===== src/rtl/rsh_seq_ctrl_if.sv =====
// rtl/rsh_seq_ctrl_if.sv - requester/result bundle for the multi-cycle right-shift sequencer
//
// Signals:
//   req0/data0/amt0   requester 0 request, operand (2**N bits), shift distance (N bits)
//   req1/data1/amt1   requester 1 request, operand, shift distance
//   gnt0/gnt1         one-cycle grant pulses, operands captured
//   busy              sequencer not idle
//   done              one-cycle pulse, result valid
//   done_id           requester owning the current/last result
//   result            shifted value, held until the next done
// Modports: master = requester side, slave = sequencer side.

interface rsh_seq_ctrl_if #(
    parameter int N = 4
);
    localparam int W = 2 ** N;

    logic         req0;
    logic [W-1:0] data0;
    logic [N-1:0] amt0;
    logic         req1;
    logic [W-1:0] data1;
    logic [N-1:0] amt1;
    logic         gnt0;
    logic         gnt1;
    logic         busy;
    logic         done;
    logic         done_id;
    logic [W-1:0] result;

    modport master (
        output req0, data0, amt0, req1, data1, amt1,
        input  gnt0, gnt1, busy, done, done_id, result
    );

    modport slave (
        input  req0, data0, amt0, req1, data1, amt1,
        output gnt0, gnt1, busy, done, done_id, result
    );
endinterface


===== src/rtl/rsh_seq_ctrl.sv =====
// rtl/rsh_seq_ctrl.sv - round-robin arbitrated multi-cycle logical right-shift sequencer
//
// Ports:
//   clk   rising-edge clock
//   rst   synchronous active-high reset
//   bus   rsh_seq_ctrl_if.slave: two requesters in, grants/busy/done/result out
// One single-bit shift is applied per SHIFT cycle; done is high in the cycle
// C(1+amt) after the capture edge, including amt = 0.

module rsh_seq_ctrl #(
    parameter int N = 4
) (
    input  logic            clk,
    input  logic            rst,
    rsh_seq_ctrl_if.slave   bus
);
    localparam int W = 2 ** N;

    typedef enum logic [1:0] {
        S_IDLE  = 2'd0,
        S_SHIFT = 2'd1,
        S_DONE  = 2'd2
    } state_t;

    function automatic logic [W-1:0] rsh_one(input logic [W-1:0] v);
        return {1'b0, v[W-1:1]};
    endfunction

    state_t       state;
    state_t       state_next;
    logic [W-1:0] sreg;
    logic [W-1:0] sreg_next;
    logic [N-1:0] cnt;
    logic [N-1:0] cnt_next;
    logic [N-1:0] amt_sel;
    logic         owner;
    logic         last;
    logic         win1;
    logic         capture;
    logic         gnt0_r;
    logic         gnt1_r;
    logic         done_id_r;
    logic [W-1:0] result_r;

    always_comb begin
        state_next = state;
        sreg_next  = sreg;
        cnt_next   = cnt;
        capture    = 1'b0;
        // Requester 1 wins if it is alone, or on a tie when requester 0 was granted last.
        win1       = bus.req1 && (!bus.req0 || !last);
        amt_sel    = win1 ? bus.amt1 : bus.amt0;

        case (state)
            S_IDLE: begin
                if (bus.req0 || bus.req1) begin
                    capture    = 1'b1;
                    sreg_next  = win1 ? bus.data1 : bus.data0;
                    cnt_next   = amt_sel;
                    state_next = (amt_sel != '0) ? S_SHIFT : S_DONE;
                end
            end
            S_SHIFT: begin
                sreg_next = rsh_one(sreg);
                if (cnt != '0) begin
                    cnt_next = cnt - 1'b1;
                end
                if (cnt <= 1) begin
                    state_next = S_DONE;
                end
            end
            S_DONE: begin
                state_next = S_IDLE;
            end
            default: begin
                state_next = S_IDLE;
            end
        endcase
    end

    always_ff @(posedge clk) begin
        if (rst) begin
            state     <= S_IDLE;
            sreg      <= '0;
            cnt       <= '0;
            owner     <= 1'b0;
            last      <= 1'b1;
            gnt0_r    <= 1'b0;
            gnt1_r    <= 1'b0;
            done_id_r <= 1'b0;
            result_r  <= '0;
        end else begin
            state  <= state_next;
            sreg   <= sreg_next;
            cnt    <= cnt_next;
            gnt0_r <= capture && !win1;
            gnt1_r <= capture && win1;
            if (capture) begin
                owner <= win1;
                last  <= win1;
            end
            // Result is loaded on entry to DONE so it is valid alongside done
            // and then holds until the next completion.
            if (state_next == S_DONE) begin
                result_r  <= sreg_next;
                done_id_r <= capture ? win1 : owner;
            end
        end
    end

    assign bus.gnt0    = gnt0_r;
    assign bus.gnt1    = gnt1_r;
    assign bus.busy    = (state != S_IDLE);
    assign bus.done    = (state == S_DONE);
    assign bus.done_id = done_id_r;
    assign bus.result  = result_r;
endmodule


===== src/flat_wrapper.sv =====
// flat-port wrapper written by rule: the top's interface ports become plain ports
module rsh_seq_ctrl_flat 
#(
    parameter int N = 4
)
  (clk, rst, bus_req0, bus_data0, bus_amt0, bus_req1, bus_data1, bus_amt1, bus_gnt0, bus_gnt1, bus_busy, bus_done, bus_done_id, bus_result);
  rsh_seq_ctrl_if #(.N(N)) bus_i ();
  input  logic clk;
  input  logic rst;
  input wire logic [$bits(bus_i.req0)-1:0] bus_req0;
  input wire logic [$bits(bus_i.data0)-1:0] bus_data0;
  input wire logic [$bits(bus_i.amt0)-1:0] bus_amt0;
  input wire logic [$bits(bus_i.req1)-1:0] bus_req1;
  input wire logic [$bits(bus_i.data1)-1:0] bus_data1;
  input wire logic [$bits(bus_i.amt1)-1:0] bus_amt1;
  output wire logic [$bits(bus_i.gnt0)-1:0] bus_gnt0;
  output wire logic [$bits(bus_i.gnt1)-1:0] bus_gnt1;
  output wire logic [$bits(bus_i.busy)-1:0] bus_busy;
  output wire logic [$bits(bus_i.done)-1:0] bus_done;
  output wire logic [$bits(bus_i.done_id)-1:0] bus_done_id;
  output wire logic [$bits(bus_i.result)-1:0] bus_result;
  assign bus_i.req0 = bus_req0;
  assign bus_i.data0 = bus_data0;
  assign bus_i.amt0 = bus_amt0;
  assign bus_i.req1 = bus_req1;
  assign bus_i.data1 = bus_data1;
  assign bus_i.amt1 = bus_amt1;
  assign bus_gnt0 = bus_i.gnt0;
  assign bus_gnt1 = bus_i.gnt1;
  assign bus_busy = bus_i.busy;
  assign bus_done = bus_i.done;
  assign bus_done_id = bus_i.done_id;
  assign bus_result = bus_i.result;
  rsh_seq_ctrl #(.N(N)) u_core (.clk(clk), .rst(rst), .bus(bus_i));
endmodule

===== config.mk =====
export PLATFORM = sky130hd
export DESIGN_NAME = rsh_seq_ctrl_flat
export DESIGN_NICKNAME = d
export VERILOG_FILES = /design/src/rtl/rsh_seq_ctrl_if.sv /design/src/rtl/rsh_seq_ctrl.sv /design/src/flat_wrapper.sv
export SDC_FILE = /design/constraint.sdc
export NUM_CORES = 1
export LEC_CHECK = 0
export CAP_MARGIN = 20
export CORE_ASPECT_RATIO = 0.7
export CORE_MARGIN = 2
export CORE_UTILIZATION = 50
export CTS_CLUSTER_DIAMETER = 200
export DETAILED_ROUTE_END_ITERATION = 10
export GPL_ROUTABILITY_DRIVEN = 0
export GPL_TIMING_DRIVEN = 0
export PLACE_DENSITY = 0.85
export SYNTH_ARGS = -nofsm -noshare
export SYNTH_HDL_FRONTEND = slang
export SYNTH_SLANG_ARGS = --single-unit

===== constraint.sdc =====
create_clock -name clk -period 2.7 [get_ports clk]
set_input_delay 0.54 -clock clk [delete_from_list [all_inputs] [get_ports clk]]
set_output_delay 0.54 -clock clk [all_outputs]
set_load 0.02 [all_outputs]

**Yosys cells after proc, flatten, opt, wreduce, memory -nomap -nowiden**

Index checks and enable logic that the tools add are counted.

- Register bits: 43
- Input port bits: 44
- Output and inout bits: 21

- Equality and inequality tests: 5
- Muxes and demuxes: 14
- Reduce and logical (&&, ||, !) cells: 14
- Order comparisons: 1
- Add/subtract/negate cells: 1

Operators with widths:

| cell | number |
|---|---|
| 16-bit two-way mux | 2 |
| 16-bit one-hot mux with 2 select lines | 1 |
| 4-bit two-way mux | 3 |
| 4-bit one-hot mux with 2 select lines | 1 |
| 4-bit nonzero test | 2 |
| 2-bit two-way mux | 3 |
| 2-bit == test (second input constant) | 2 |
| 4-bit by 1-bit <= comparator with 1-bit output (second input constant) | 1 |
| 2-bit by 1-bit inequality test with 1-bit output (second input constant) | 2 |
| 2-bit one-hot mux with 2 select lines | 1 |
| 2-bit nonzero test | 2 |
| 4-bit by 1-bit subtractor with 4-bit output (second input constant) | 1 |
| 1-bit logical AND | 3 |
| 1-bit zero test | 3 |
| 1-bit two-way mux | 3 |
| 3-bit AND reduction | 1 |
| 2-bit by 1-bit == test with 1-bit output (second input constant) | 1 |
| 2-bit zero test | 1 |
| 1-bit logical OR | 2 |

**Logic depth before layout (Yosys ltp)**

- Depth in word-level cells: 9
- Gate-level depth with buffers: 7
- Gate-level depth less buffers: 6

**Least setup slack after synthesis**

OpenSTA, ideal clock, no wires.

- Path kind: in2reg
- Start point: input port bus_req1
- End point: register u_core.done_id_r (netlist: u_core.bus.done_id)
- Library setup time: 121 ps
- Arrival time: 1900 ps
- Path buffers: 1
- Stages on the path: 5
- Setup slack: 679 ps
- Data required time: 2579 ps
- Cells stage by stage: a21boi_1 -> mux2_4 -> a21oi_4 -> buf_6 -> mux2_4

- Word-level cells in the longest chain between the ends: 7
- Elaborated cells between the ends (all ways): 11

Ends and longest elaborated chain:

| what | RTL line | text |
|---|---|---|
| start, declared | flat_wrapper.sv:13 | `input wire logic [$bits(bus_i.req1)-1:0] bus_req1;` |
| 1-bit logical AND | rsh_seq_ctrl.sv:51 | `win1 = bus.req1 && (!bus.req0 \|\| !last);` |
| 4-bit two-way mux | rsh_seq_ctrl.sv:52 | `amt_sel = win1 ? bus.amt1 : bus.amt0;` |
| 4-bit nonzero test | rsh_seq_ctrl.sv:60 | `state_next = (amt_sel != '0) ? S_SHIFT : S_DONE;` |
| 2-bit two-way mux | rsh_seq_ctrl.sv:60 |  |
| 2-bit two-way mux | rsh_seq_ctrl.sv:56 | `if (bus.req0 \|\| bus.req1) begin` |
| 2-bit one-hot mux with 2 select lines | rsh_seq_ctrl.sv:54 | `case (state)` |
| 2-bit == test | rsh_seq_ctrl.sv:104 | `if (state_next == S_DONE) begin` |
| end signal, assigned | rsh_seq_ctrl.sv:106 | `done_id_r <= capture ? win1 : owner;` |
| end, declared | rsh_seq_ctrl.sv:42 | `logic done_id_r;` |

Several ways; a longest one is shown, not always the timed one.
A chain may end at the register's enable or synchronous reset.

**Worst setup path in the final report**

- Start point: input port bus_req1
- End point: register u_core.result_r[8] (netlist: u_core.bus.result[8])

- Word-level cells in the longest chain between the ends: 7
- Elaborated cells between the ends (all ways): 11

Ends and longest elaborated chain:

| what | RTL line | text |
|---|---|---|
| 1-bit logical AND | rsh_seq_ctrl.sv:51 |  |
| 4-bit two-way mux | rsh_seq_ctrl.sv:52 |  |
| 4-bit nonzero test | rsh_seq_ctrl.sv:60 |  |
| 2-bit two-way mux | rsh_seq_ctrl.sv:60 |  |
| 2-bit two-way mux | rsh_seq_ctrl.sv:56 |  |
| 2-bit one-hot mux with 2 select lines | rsh_seq_ctrl.sv:54 |  |
| 2-bit == test | rsh_seq_ctrl.sv:104 |  |
| end signal, assigned | rsh_seq_ctrl.sv:105 | `result_r <= sreg_next;` |
| end, declared | rsh_seq_ctrl.sv:43 | `logic [W-1:0] result_r;` |

Several ways; a longest one is shown, not always the timed one.

==> results.md <==
* CTS Sinks at 43
* Routed len/inst at 17.6 µm
* Number of distinct library cells after synthesis at 43
* Final instance area at 2920 µm²
* Area grow syn2layout at 37.9%
* Final cell count without fillers at 342
* Max VDD drop at 0.448 mV
* Pin count of the biggest net entering global routing at 14
* Synth area leader: dfxtp_1
* HPWL Detailed at 4430 µm
* Ports at 65
* Final Util at 73.1%
* DRT iter0 DRCs at 209
* Core Region at 3990 µm²
* Compound-Gate Fraction of Synth Area at 21.9%
* Flops & latches, synth at 43
* Final period util at 94.5%
* Post-synthesis cell area at 2120 µm²
* Skew-Pair Late Insertion Delay at 0.30 ns
* Critical Path RT at 2.89 ns
* Final Setup Violations at 0
* EDFF count, synth at 0
* Main combinational cell family by area after synthesis: compound AO/OA/AOI/OAI gates
* Final hold vios at 0
* Buffers on Ports at 63
* Fin nets at 336
* Cell row count at 19
* Status: finished, final reports clean
* Crit end category: register
* Inst Count DP at 334
* Routed via count at 2,083
* Global-route wire length before repair at 9650 µm
* Simple-Gate Fraction of Synth Area at 18.0%
* Final ANT Viol Nets at 0
* Syn Area/Cell at 9.66 µm²
* TritonRoute pass-1 iters at 5
* Die Wd at 81.8 µm
* Synthesized net count at 266
* GRT Overall Usage at 26.7%
* Max_slew headroom at 65.2%
* Clock skew at 0.00666 ns
* Count leader, synth: dfxtp_1
* Pre-CTS setup slack at -0.155 ns
* Yosys Warn Count at 0
* HP Class: reg -> reg
* Largest buffer count on any clock path at 2
* Crit path DAT at 2.74 ns
* Register area share after synthesis at 40.7%
* Slew Viols, Final at 0
* Crit path kind: in -> reg
* Tmin final at 2.55 ns
* CP dominant cell by count: mux2_4
* Diodes inserted at 0
* Layout cell share with drive strength beyond 1 at 14.1%
* Mux cell area share after synthesis at 12.8%
* Crit path cell chain: clkdlybuf4s50_1 -> a21boi_1 -> mux2_4 -> a21oi_4 -> buf_6 -> mux2_4
* Synth Area in Adders at 1.77%
* Pleak at 0.00109 µW
* Number of global-route vias before repair at 1,955
* Crit-path max FO at 10
* DRC at 0
* FF-to-FF setup slack at 0.65 ns
* Top cell type's share of synthesized area at 40.7%
* Synth async-reset ratio at 0%
* Die height at 58.4 µm
* Top cells by area, synth: dfxtp_1, mux2_4, a32oi_1, nor2b_1, a31oi_1
* Via-to-Cell Ratio at 6.09
* Cell Area, Placed at 2810 µm²
* Post-CTS Repair Setup Buffers at 0
* CTS tree: done
* Grt total ovfl at 0
* Syn Inst Count at 219
* XOR/XNOR Fraction of Synth Area at 0%
* Unrepaired setup endpoints after global routing: false
* Root buf cell: clkbuf_8
* Power per cell area at 796 nW/µm²
* Critical path's slowest cell: clkdlybuf4s50_1
* Worst Setup Slack, final at 0.147 ns
* FMAX at 392 MHz
* Starting Density at 53.0%
* Hold Slack at 0.499 ns
* Commonest cells post-synth: dfxtp_1, o21ai_0, nor2b_1
* Worst-Margin Slew at 0.522 ns
* Startpoint Class: primary input
* Die ar. at 4780 µm²
* Htree depth at 2
* Max Cap Viol at 0
* Cts bufs inserted at 5
* CTS Hold Bufs at 0
* Total Routed Length at 6020 µm
* Top FF cell, synth: dfxtp_1
* Crit path largest cell delay at 0.56 ns
* Initial antenna violation count at 0
* Clk slew on worst S/H paths at 0.08 ns
-- through the flow --
step           TNS (ns)  total power (µW)
2_1_floorplan         0              1510
3_3_place_gp      -1.04              1830
3_5_place_dp      -1.37              1850
4_1_cts               0              2300
5_1_grt               0              2440
6_report              0              2320
-- registers in the layout, summed over array words and instances, names as in the netlist --
name                cells
u_core.bus.result      16
u_core.bus.gnt1         1
u_core.bus.gnt0         1
u_core.owner            1
u_core.bus.done_id      1
u_core.state            2
u_core.sreg            16
u_core.cnt              4
u_core.last             1
-- layout make-up --
cell class / count / area [µm²]
buffer: 17 / 81.3
inverter: 6 / 22.5
timing repair buffer: 63 / 631
sequential: 43 / 862
clock buffer: 7 / 96.3
fill: 297 / 1080
clock inverter: 1 / 7.51
tap: 52 / 65.1
multi-input combinational: 153 / 1150
-- where the power goes --
group          total, µW  switching, µW  internal, µW
Clock                462            229           233
Sequential           852           85.6           766
Combinational       1010            551           456
-- critical path, delay by kind of cell --
family,cells,cell delay (ns)
buffers and inverters,2,0.80
muxes,2,0.68
AOI/OAI and AO/OA,2,0.72
-- cell usage in the layout (no fill, tap or decap), drive strengths merged, types with 3 or more instances in the layout --
master          n
clkdlybuf4s50  63
dfxtp          43
o21ai          20
nor2b          18
clkbuf         18
mux2           18
nand3          17
a31oi          16
a32oi          14
nor2            8
inv             6
buf             6
nor3            5
nand2           4
mux2i           3
ha              3
nor4            3
-- kinds of logic (layout without fill, tap and decap cells) --
family,after synthesis,in the layout
AO/OA/AOI/OAI,66,66
AND/OR/NAND/NOR,63,63
flip-flops,43,43
buffers and inverters,23,94
multiplexers,21,21
adder cells (fa/ha/maj),3,3
-- per-layer routing --
| layer | share of wire [%] | track usage, % |
|---|---|---|
| met5 | 0 | 0 |
| met4 | 1.7 | 8.33 |
| met3 | 9.6 | 5.67 |
| met2 | 44 | 40.4 |
| met1 | 44 | 38.3 |
-- final timing paths --
| kind | from | endpoint | cells past startpoint |
|---|---|---|---|
| worst max-delay path | bus_req1 | u_core.bus.result[8] | 6 |
| worst max register to register | u_core.cnt[0] | u_core.bus.result[8] | 7 |
| worst min-delay path | u_core.owner | u_core.owner | 2 |
| worst min register to register | u_core.owner | u_core.owner | 2 |
-- repair_timing --
item,CTS,global route
gates cloned,0,0
resized for setup,1,1
setup endpoints to repair,1,1
Power figures use the tool's default switching activity.
